$ cat config.mk
export PLATFORM = sky130hd
export DESIGN_NAME = mips_multicycle_ctrl_flat
export DESIGN_NICKNAME = d
export VERILOG_FILES = /design/src/rtl/mips_multicycle_ctrl_if.sv /design/src/rtl/mips_multicycle_ctrl.sv /design/src/flat_wrapper.sv
export SDC_FILE = /design/constraint.sdc
export NUM_CORES = 1
export LEC_CHECK = 0
export BUFFER_PORTS_ARGS = -buffer_cell sky130_fd_sc_hd__buf_2
export CORE_MARGIN = 2
export CORE_UTILIZATION = 40
export CTS_CLUSTER_SIZE = 16
export DETAILED_ROUTE_END_ITERATION = 8
export PLACE_DENSITY = 0.68
export SLEW_MARGIN = 10
export SYNTH_ARGS = -nofsm -noshare
export SYNTH_HDL_FRONTEND = slang
export SYNTH_SLANG_ARGS = --single-unit
$ cat constraint.sdc
create_clock -name clk -period 1.6 [get_ports clk]
set_input_delay 0.08 -clock clk [delete_from_list [all_inputs] [get_ports clk]]
set_output_delay 0.08 -clock clk [all_outputs]
set_load 0.03 [all_outputs]
$ cat src/rtl/mips_multicycle_ctrl_if.sv
// Purpose : bundles the control unit's decode inputs and datapath control outputs.
// Ports   : master = control unit (consumes op/funct/zero[/memready], drives controls),
//           slave = datapath side. memready exists only when MC_MEMWAIT_EN is defined.
interface mips_multicycle_ctrl_if;
  logic [5:0] op;
  logic [5:0] funct;
  logic       zero;
`ifdef MC_MEMWAIT_EN
  logic       memready;
`endif
  logic       pcen;
  logic       iord;
  logic       irwrite;
  logic       memwrite;
  logic       regwrite;
  logic       memtoreg;
  logic       regdst;
  logic       alusrca;
  logic [1:0] alusrcb;
  logic       immzext;
  logic [1:0] pcsrc;
  logic [3:0] alucontrol;
  logic       illegal;

  modport master (
`ifdef MC_MEMWAIT_EN
    input  memready,
`endif
    input  op, funct, zero,
    output pcen, iord, irwrite, memwrite, regwrite, memtoreg, regdst,
           alusrca, alusrcb, immzext, pcsrc, alucontrol, illegal
  );

  modport slave (
`ifdef MC_MEMWAIT_EN
    output memready,
`endif
    output op, funct, zero,
    input  pcen, iord, irwrite, memwrite, regwrite, memtoreg, regdst,
           alusrca, alusrcb, immzext, pcsrc, alucontrol, illegal
  );
endinterface

$ cat src/rtl/mips_multicycle_ctrl.sv
// Purpose : multicycle MIPS32 control FSM; sequences ALU, register file and unified memory
//           over 2-5 cycles per instruction and flags unsupported op/funct (sticky).
// Ports   : clk, reset (async, active-high), bus (master modport: op/funct/zero in, controls out).
//           Optional MC_MEMWAIT_EN: memready stalls FETCH/MEMRD/MEMWR until the access completes.
module mips_multicycle_ctrl (
  input  logic                          clk,
  input  logic                          reset,
  mips_multicycle_ctrl_if.master        bus
);

  localparam logic [5:0] OP_R    = 6'b000000;
  localparam logic [5:0] OP_LW   = 6'b100011;
  localparam logic [5:0] OP_SW   = 6'b101011;
  localparam logic [5:0] OP_BEQ  = 6'b000100;
  localparam logic [5:0] OP_BNE  = 6'b000101;
  localparam logic [5:0] OP_ADDI = 6'b001000;
  localparam logic [5:0] OP_ANDI = 6'b001100;
  localparam logic [5:0] OP_ORI  = 6'b001101;
  localparam logic [5:0] OP_J    = 6'b000010;
  localparam logic [5:0] FN_JR   = 6'b001000;

  localparam logic [3:0] ALU_AND = 4'b0000;
  localparam logic [3:0] ALU_OR  = 4'b0001;
  localparam logic [3:0] ALU_ADD = 4'b0010;
  localparam logic [3:0] ALU_SUB = 4'b0110;
  localparam logic [3:0] ALU_SLT = 4'b0111;
  localparam logic [3:0] ALU_SLL = 4'b1000;
  localparam logic [3:0] ALU_SRL = 4'b1001;

  typedef enum logic [3:0] {
    FETCH, DECODE, MEMADR, MEMRD, MEMWB, MEMWR, RTYPEEX,
    RTYPEWB, BRANCH, IMMEX, IMMWB, JUMP, JR
  } state_t;

  state_t     state, next;
  logic       illegal_q;
  logic       mem_ok;
  logic       r_ok;
  logic [3:0] r_alu;
  logic       dec_illegal;
  logic       pcwrite, branch;
  logic       iord, irwrite, memwrite, regwrite, memtoreg, regdst, alusrca, immzext;
  logic [1:0] alusrcb, pcsrc;
  logic [3:0] alucontrol;

`ifdef MC_MEMWAIT_EN
  assign mem_ok = bus.memready;
`else
  assign mem_ok = 1'b1;
`endif

  // R-type funct decode: legality and ALU operation
  always_comb begin
    r_ok  = 1'b1;
    r_alu = ALU_ADD;
    case (bus.funct)
      6'b100000: r_alu = ALU_ADD;
      6'b100010: r_alu = ALU_SUB;
      6'b100100: r_alu = ALU_AND;
      6'b100101: r_alu = ALU_OR;
      6'b101010: r_alu = ALU_SLT;
      6'b000000: r_alu = ALU_SLL;
      6'b000010: r_alu = ALU_SRL;
      FN_JR:     r_alu = ALU_ADD;
      default:   r_ok  = 1'b0;
    endcase
  end

  always_comb begin
    case (bus.op)
      OP_R:                       dec_illegal = ~r_ok;
      OP_LW, OP_SW, OP_BEQ, OP_BNE,
      OP_ADDI, OP_ANDI, OP_ORI, OP_J: dec_illegal = 1'b0;
      default:                    dec_illegal = 1'b1;
    endcase
  end

  always_ff @(posedge clk or posedge reset) begin
    if (reset) state <= FETCH;
    else       state <= next;
  end

  always_ff @(posedge clk or posedge reset) begin
    if (reset)                                illegal_q <= 1'b0;
    else if (state == DECODE && dec_illegal)  illegal_q <= 1'b1;
  end

  always_comb begin
    next       = FETCH;
    pcwrite    = 1'b0;
    branch     = 1'b0;
    iord       = 1'b0;
    irwrite    = 1'b0;
    memwrite   = 1'b0;
    regwrite   = 1'b0;
    memtoreg   = 1'b0;
    regdst     = 1'b0;
    alusrca    = 1'b0;
    alusrcb    = 2'b00;
    immzext    = 1'b0;
    pcsrc      = 2'b00;
    alucontrol = ALU_ADD;
    case (state)
      FETCH: begin
        alusrcb = 2'b01;
        irwrite = mem_ok;
        pcwrite = mem_ok;
        next    = mem_ok ? DECODE : FETCH;
      end
      DECODE: begin
        // Precompute the branch target into ALUOut while decoding
        alusrcb = 2'b11;
        case (bus.op)
          OP_LW, OP_SW:             next = MEMADR;
          OP_R:                     next = !r_ok ? FETCH : (bus.funct == FN_JR) ? JR : RTYPEEX;
          OP_BEQ, OP_BNE:           next = BRANCH;
          OP_ADDI, OP_ANDI, OP_ORI: next = IMMEX;
          OP_J:                     next = JUMP;
          default:                  next = FETCH;
        endcase
      end
      MEMADR: begin
        alusrca = 1'b1;
        alusrcb = 2'b10;
        next    = (bus.op == OP_LW) ? MEMRD : MEMWR;
      end
      MEMRD: begin
        iord = 1'b1;
        next = mem_ok ? MEMWB : MEMRD;
      end
      MEMWB: begin
        memtoreg = 1'b1;
        regwrite = 1'b1;
      end
      MEMWR: begin
        // Strobe held through the wait so the memory sees a stable request
        iord     = 1'b1;
        memwrite = 1'b1;
        next     = mem_ok ? FETCH : MEMWR;
      end
      RTYPEEX: begin
        alusrca    = 1'b1;
        alucontrol = r_alu;
        next       = RTYPEWB;
      end
      RTYPEWB: begin
        regdst   = 1'b1;
        regwrite = 1'b1;
      end
      BRANCH: begin
        alusrca    = 1'b1;
        alucontrol = ALU_SUB;
        pcsrc      = 2'b01;
        branch     = 1'b1;
      end
      IMMEX: begin
        alusrca    = 1'b1;
        alusrcb    = 2'b10;
        immzext    = (bus.op == OP_ANDI) || (bus.op == OP_ORI);
        alucontrol = (bus.op == OP_ANDI) ? ALU_AND : (bus.op == OP_ORI) ? ALU_OR : ALU_ADD;
        next       = IMMWB;
      end
      IMMWB: regwrite = 1'b1;
      JUMP: begin
        pcsrc   = 2'b10;
        pcwrite = 1'b1;
      end
      JR: begin
        alusrca = 1'b1;
        pcsrc   = 2'b11;
        pcwrite = 1'b1;
      end
      default: alucontrol = 4'b0000;  // unreachable encodings: everything off, recover to FETCH
    endcase
  end

  // beq takes the branch on zero, bne on not-zero
  assign bus.pcen       = pcwrite | (branch & (bus.zero ^ (bus.op == OP_BNE)));
  assign bus.iord       = iord;
  assign bus.irwrite    = irwrite;
  assign bus.memwrite   = memwrite;
  assign bus.regwrite   = regwrite;
  assign bus.memtoreg   = memtoreg;
  assign bus.regdst     = regdst;
  assign bus.alusrca    = alusrca;
  assign bus.alusrcb    = alusrcb;
  assign bus.immzext    = immzext;
  assign bus.pcsrc      = pcsrc;
  assign bus.alucontrol = alucontrol;
  assign bus.illegal    = illegal_q;

endmodule
$ cat src/flat_wrapper.sv
// flat-port wrapper written by rule: the top's interface ports become plain ports
module mips_multicycle_ctrl_flat 
  (clk, reset, bus_op, bus_funct, bus_zero, bus_pcen, bus_iord, bus_irwrite, bus_memwrite, bus_regwrite, bus_memtoreg, bus_regdst, bus_alusrca, bus_alusrcb, bus_immzext, bus_pcsrc, bus_alucontrol, bus_illegal);
  mips_multicycle_ctrl_if bus_i ();
  input  logic clk;
  input  logic reset;
  input wire logic [$bits(bus_i.op)-1:0] bus_op;
  input wire logic [$bits(bus_i.funct)-1:0] bus_funct;
  input wire logic [$bits(bus_i.zero)-1:0] bus_zero;
  output wire logic [$bits(bus_i.pcen)-1:0] bus_pcen;
  output wire logic [$bits(bus_i.iord)-1:0] bus_iord;
  output wire logic [$bits(bus_i.irwrite)-1:0] bus_irwrite;
  output wire logic [$bits(bus_i.memwrite)-1:0] bus_memwrite;
  output wire logic [$bits(bus_i.regwrite)-1:0] bus_regwrite;
  output wire logic [$bits(bus_i.memtoreg)-1:0] bus_memtoreg;
  output wire logic [$bits(bus_i.regdst)-1:0] bus_regdst;
  output wire logic [$bits(bus_i.alusrca)-1:0] bus_alusrca;
  output wire logic [$bits(bus_i.alusrcb)-1:0] bus_alusrcb;
  output wire logic [$bits(bus_i.immzext)-1:0] bus_immzext;
  output wire logic [$bits(bus_i.pcsrc)-1:0] bus_pcsrc;
  output wire logic [$bits(bus_i.alucontrol)-1:0] bus_alucontrol;
  output wire logic [$bits(bus_i.illegal)-1:0] bus_illegal;
  assign bus_i.op = bus_op;
  assign bus_i.funct = bus_funct;
  assign bus_i.zero = bus_zero;
  assign bus_pcen = bus_i.pcen;
  assign bus_iord = bus_i.iord;
  assign bus_irwrite = bus_i.irwrite;
  assign bus_memwrite = bus_i.memwrite;
  assign bus_regwrite = bus_i.regwrite;
  assign bus_memtoreg = bus_i.memtoreg;
  assign bus_regdst = bus_i.regdst;
  assign bus_alusrca = bus_i.alusrca;
  assign bus_alusrcb = bus_i.alusrcb;
  assign bus_immzext = bus_i.immzext;
  assign bus_pcsrc = bus_i.pcsrc;
  assign bus_alucontrol = bus_i.alucontrol;
  assign bus_illegal = bus_i.illegal;
  mips_multicycle_ctrl u_core (.clk(clk), .reset(reset), .bus(bus_i));
endmodule
; Yosys cells after proc, flatten, opt, wreduce, memory -nomap -nowiden
; Cells that the tools add are included.
[op_classes]
n_eq_ne = 27
mux = 23
bitwise = 4
n_reduce_logical = 16
[op_table]
columns = cell, count
row1 = one-hot mux 4 bit (6 select lines), 2
row2 = "equality test 6 bit, second input constant", 7
row3 = "equality test 6 x 4 -> 1 bit, second input constant", 4
row4 = "equality test 4 bit, second input constant", 5
row5 = one-hot mux 4 bit (5 select lines), 1
row6 = "equality test 4 x 3 -> 1 bit, second input constant", 4
row7 = one-hot mux 4 bit (4 select lines), 1
row8 = OR reduction 8 bit, 2
row9 = "equality test 6 x 2 -> 1 bit, second input constant", 2
row10 = "equality test 6 x 3 -> 1 bit, second input constant", 2
row11 = zero test 6 bit, 2
row12 = two-way mux 4 bit, 3
row13 = one-hot mux 2 bit (3 select lines), 2
row14 = two-way mux 1 bit, 11
row15 = OR reduction 10 bit, 1
row16 = OR reduction 3 bit, 3
row17 = "equality test 4 x 2 -> 1 bit, second input constant", 2
row18 = OR reduction 2 bit, 4
row19 = OR reduction 5 bit, 1
row20 = "equality test 4 x 1 -> 1 bit, second input constant", 1
row21 = zero test 4 bit, 1
row22 = two-way mux 3 bit, 1
row23 = two-way mux 2 bit, 1
row24 = one-hot mux 1 bit (2 select lines), 1
row25 = other kinds (6), 6
[totals]
reg_bits = 5
input_bits = 15
out_inout_bits = 18
word_cells = 72

; Logic depth before layout (Yosys ltp)
[logic_depth]
depth_word = 6
ltp_mapped = 6
depth_no_buf = 5

; Worst setup path before layout
; Ideal clock, no wire load.
[synth_path]
path_kind = register to output
startpoint = register u_core.state[2]
endpoint = output bus_alucontrol[0]
t_arrival_ps = 1854
required_ps = 1520
path_slack_ps = -334
stages_incl_launch_ff = 6
n_path_buf = 1
path_cell_list = dfrtp_1 buf_2 nand2b_1 nor3_1 nand2_1 o21ai_1
[synth_via]
elab_chain_cells = 3
elab_cells_between_ends = 15
classes_between = eq/ne (12) / mux (1) / reduce/logical (2)
[synth_rtl]
columns = element, line
row1 = from (decl), mips_multicycle_ctrl.sv:35  ; state_t state, next;
row2 = from (signal assigned), mips_multicycle_ctrl.sv:80  ; else state <= next;
row3 = equality test 4 x 2 -> 1 bit (tied with other cells), mips_multicycle_ctrl.sv:103  ; case (state)
row4 = OR reduction 10 bit (no line), --
row5 = one-hot mux 4 bit (4 select lines) (*), mips_multicycle_ctrl.sv:103
row6 = to (decl), flat_wrapper.sv:21  ; output wire logic [$bits(bus_i.alucontrol)-1:0] bus_alucontrol;
; Every way passes the cells marked *; elsewhere a longest branch is shown, timed or not.

; Worst setup path in the final report
[layout_path]
startpoint = register u_core.state[1]
endpoint = output bus_alucontrol[3]
; The elaborated chain is that of the path after synthesis.

==> impl_metrics.json <==
{
  "seqPwrFrac": 0.154,
  "crit_required_ns": 1.52,
  "wirelength_mm": 2.13,
  "synth.largest_area_cell": "dfrtp_1",
  "critPathMaxFanout": 3,
  "cts_buffers": 3,
  "post-place-ws_ns": 0.125,
  "die_area_um2": 2280,
  "p_leak_nw": 0.492,
  "violations": "setup timing",
  "outcome": "finished, violations left",
  "synth_edf_count": 0,
  "synth_area_um2": 766,
  "via_per_inst": 5.37,
  "gp_congestion": 0.830,
  "clock_latency_ns": 0.24,
  "setup_viol": 3,
  "peakVddDrop_mv": 0.628,
  "pwr-share-comb": 0.716,
  "cap_violations": 0,
  "vias": 935,
  "root_buffer": "clkbuf_4",
  "synth_area_leaders": "dfrtp_1 (16%), nor2_1 (6.4%), a21oi_1 (5.2%)",
  "yosysMostFrequentCell": "nor2_1",
  "ys_async_sr_fraction": 1.00,
  "synth_cell_type_count": 48,
  "cts.reportedPaths.clkPinSlew_ns": 0.04,
  "antenna_found_initial": 0,
  "critical-path-slowest-cell": "or4_4",
  "avgSynthCellArea_um2": 7.03,
  "hpwl_mm": 1.66,
  "setup_ws_ns": -0.0565,
  "p_per_area_nw_per_um2": 1010,
  "port_buffers": 32,
  "grt_pass1_vias": 764,
  "swShare": 0.501,
  "critPathArrivalTime_ns": 1.58,
  "max_stage_delay_ns": 0.52,
  "grt_pass1_wl_mm": 3.31,
  "ios": 33,
  "finish.utilization": 0.622,
  "grt_setup_unrepaired": "true",
  "placementRows": 15,
  "internal_power_w": 0.000556,
  "synth-seq-cells": 5,
  "netlist_instances": 109,
  "grtUsageTotal": 0.203,
  "crit_chain": "inv_4 > or4_4 > and3b_1 > buf_6",
  "yosysWarnings": 0,
  "die_w_um": 47.8,
  "fin_crit_ns": 1.66,
  "timing.slew.headroom": 0.819,
  "fillers": 168,
  "coreArea_um2": 1760,
  "start_kind": "register",
  "wire_per_inst_um": 12.3,
  "dr.pass1.iters": 5,
  "dominantRegCellSynth": "dfrtp_1",
  "first_iter_violations": 18,
  "die_h_um": 47.8,
  "grt-ovfl-total": 0,
  "fin_crit_sh": 1.04,
  "critical_path_class": "reg -> out",
  "area_growth_pct": 43.3,
  "timing.fmax_ghz": 0.604,
  "drcViolationCount": 0,
  "synth_top_area_share": 0.163,
  "n_antenna_cell": 0,
  "hold_viol": 0,
  "maxSlewViolCount": 0,
  "hold_class": "in -> reg",
  "clock_sinks": 5,
  "htreeDepth": 1,
  "tritoncts": "yes",
  "tightestPinTransition_ns": 0.270,
  "drive_gt1_frac": 0.430,
  "clk_path_buf_depth": 2,
  "multi_input_area_um2": 607,
  "finClkSkew_ns": 0.00550,
  "ant_nets": 0,
  "regArea_um2": 126,
  "cp-end-kind": "output port",
  "yosysSeqAreaShare": 0.163,
  "power_frac_clock": 0.130,
  "p_switching_w": 0.000557,
  "synth_fp_nets": 124,
  "synthTopCellsByCount": "nor2_1 (13), nand2_1 (9), a21oi_1 (8)",
  "initial_core_util": 0.434,
  "grt_max_degree": 16,
  "final_nets": 165
}
worst paths after layout:
check,slack [ns],cells after the start,start,end
worst max-delay path,-0.06,4,u_core.state[1]$_DFF_PP0_,bus_alucontrol[3]
worst min-delay path,0.17,3,bus_op[4],u_core.state[3]$_DFF_PP0_
worst max register to register,0.36,4,u_core.state[1]$_DFF_PP0_,u_core.state[1]$_DFF_PP0_
worst min register to register,0.50,1,u_core.bus.illegal$_DFFE_PP0P_,u_core.bus.illegal$_DFFE_PP0P_
max in group asynchronous,1.15,3,reset,u_core.state[2]$_DFF_PP0_
min in group asynchronous,0.27,3,reset,u_core.state[3]$_DFF_PP0_
repair_timing:
item / CTS / global route
endpoints found under the setup margin: 7 / 7
setup buffers: 2 / 2
hold buffers: 1 / 0
pin swaps: 0 / 2
resized for setup: 9 / 11
endpoints found under the hold margin: 5 / 0
per-stage QoR:
| stage | hold slack [ns] | std cells | setup TNS (ns) | total power, W | cell area (um2) |
|---|---|---|---|---|---|
| 6_report | 0.175 | 174 | -0.118 | 0.00111 | 1100 |
| 5_1_grt | 0.217 | 174 | -0.300 | 0.00119 | 1100 |
| 4_1_cts | 0.177 | 172 | -0.150 | 0.00106 | 1040 |
| 3_5_place_dp | -0.0149 | 165 | 0 | 0.000853 | 967 |
| 3_3_place_gp | -0.0174 | 165 | 0 | 0.000844 | 967 |
| 2_1_floorplan | -0.141 | 109 | 0 | 0.000681 | 777 |
layout by cell type (no fill, tap or decap), types with 2 or more instances in the layout:
| master | synthesis | routed |
|---|---|---|
| o22ai_1 | 3 | 3 |
| nand2_1 | 9 | 8 |
| dfrtp_1 | 5 | 4 |
| clkbuf_4 | 0 | 3 |
| o21ai_0 | 4 | 4 |
| nor3b_2 | 2 | 2 |
| xor2_1 | 2 | 2 |
| o21ai_2 | 1 | 2 |
| and3_1 | 2 | 2 |
| nor3_1 | 7 | 6 |
| buf_2 | 1 | 25 |
| a22o_1 | 2 | 2 |
| buf_6 | 2 | 5 |
| nor3_2 | 2 | 2 |
| nand2b_1 | 5 | 4 |
| a21oi_1 | 8 | 8 |
| buf_4 | 1 | 12 |
| inv_1 | 4 | 4 |
| nand3_1 | 4 | 4 |
| nor2_1 | 13 | 13 |
sequential cells by signal (all words and copies together), names as in the netlist:
register            cells
u_core.state            4
u_core.bus.illegal      1
logic make-up after synthesis:
| group | synth area share |
|---|---|
| flops | 0.163 |
| compound gates | 0.268 |
| xor+xnor | 0.0229 |
| buf+inv | 0.0931 |
| simple gates | 0.453 |
power by group through the flow:
stage	clock network, W	registers [W]	logic, W
5_1_grt	0.000153	0.000176	0.000860
4_1_cts	0.000147	0.000166	0.000748
3_5_place_dp	0	0.000168	0.000685
2_1_floorplan	0	0.000169	0.000512
6_report	0.000144	0.000172	0.000797
3_3_place_gp	0	0.000167	0.000678
layer usage:
layer	vias to the layer above	track usage	routed length (um)	share of wire
li1	480	-	-	-
met3	4	0.0113	95	0.045
met1	415	0.267	969	0.45
met5	-	0	0	0
met2	36	0.349	1040	0.49
met4	0	0.0703	25	0.012
layout make-up:
class | instances | area share
well taps | 25 | 0.0285
multi-input cells | 91 | 0.553
flip-flops and latches | 5 | 0.115
inverters | 6 | 0.0228
repair buffers | 43 | 0.257
clock buffers | 4 | 0.0239
critical path: cells and delay by family (launching register included):
family	cells	cell delay (ns)
buffers and inverters	2	0.18
and+or+nand+nor	2	0.76
DFF	1	0.39
Note: power is estimated with default switching activity, not from simulation.
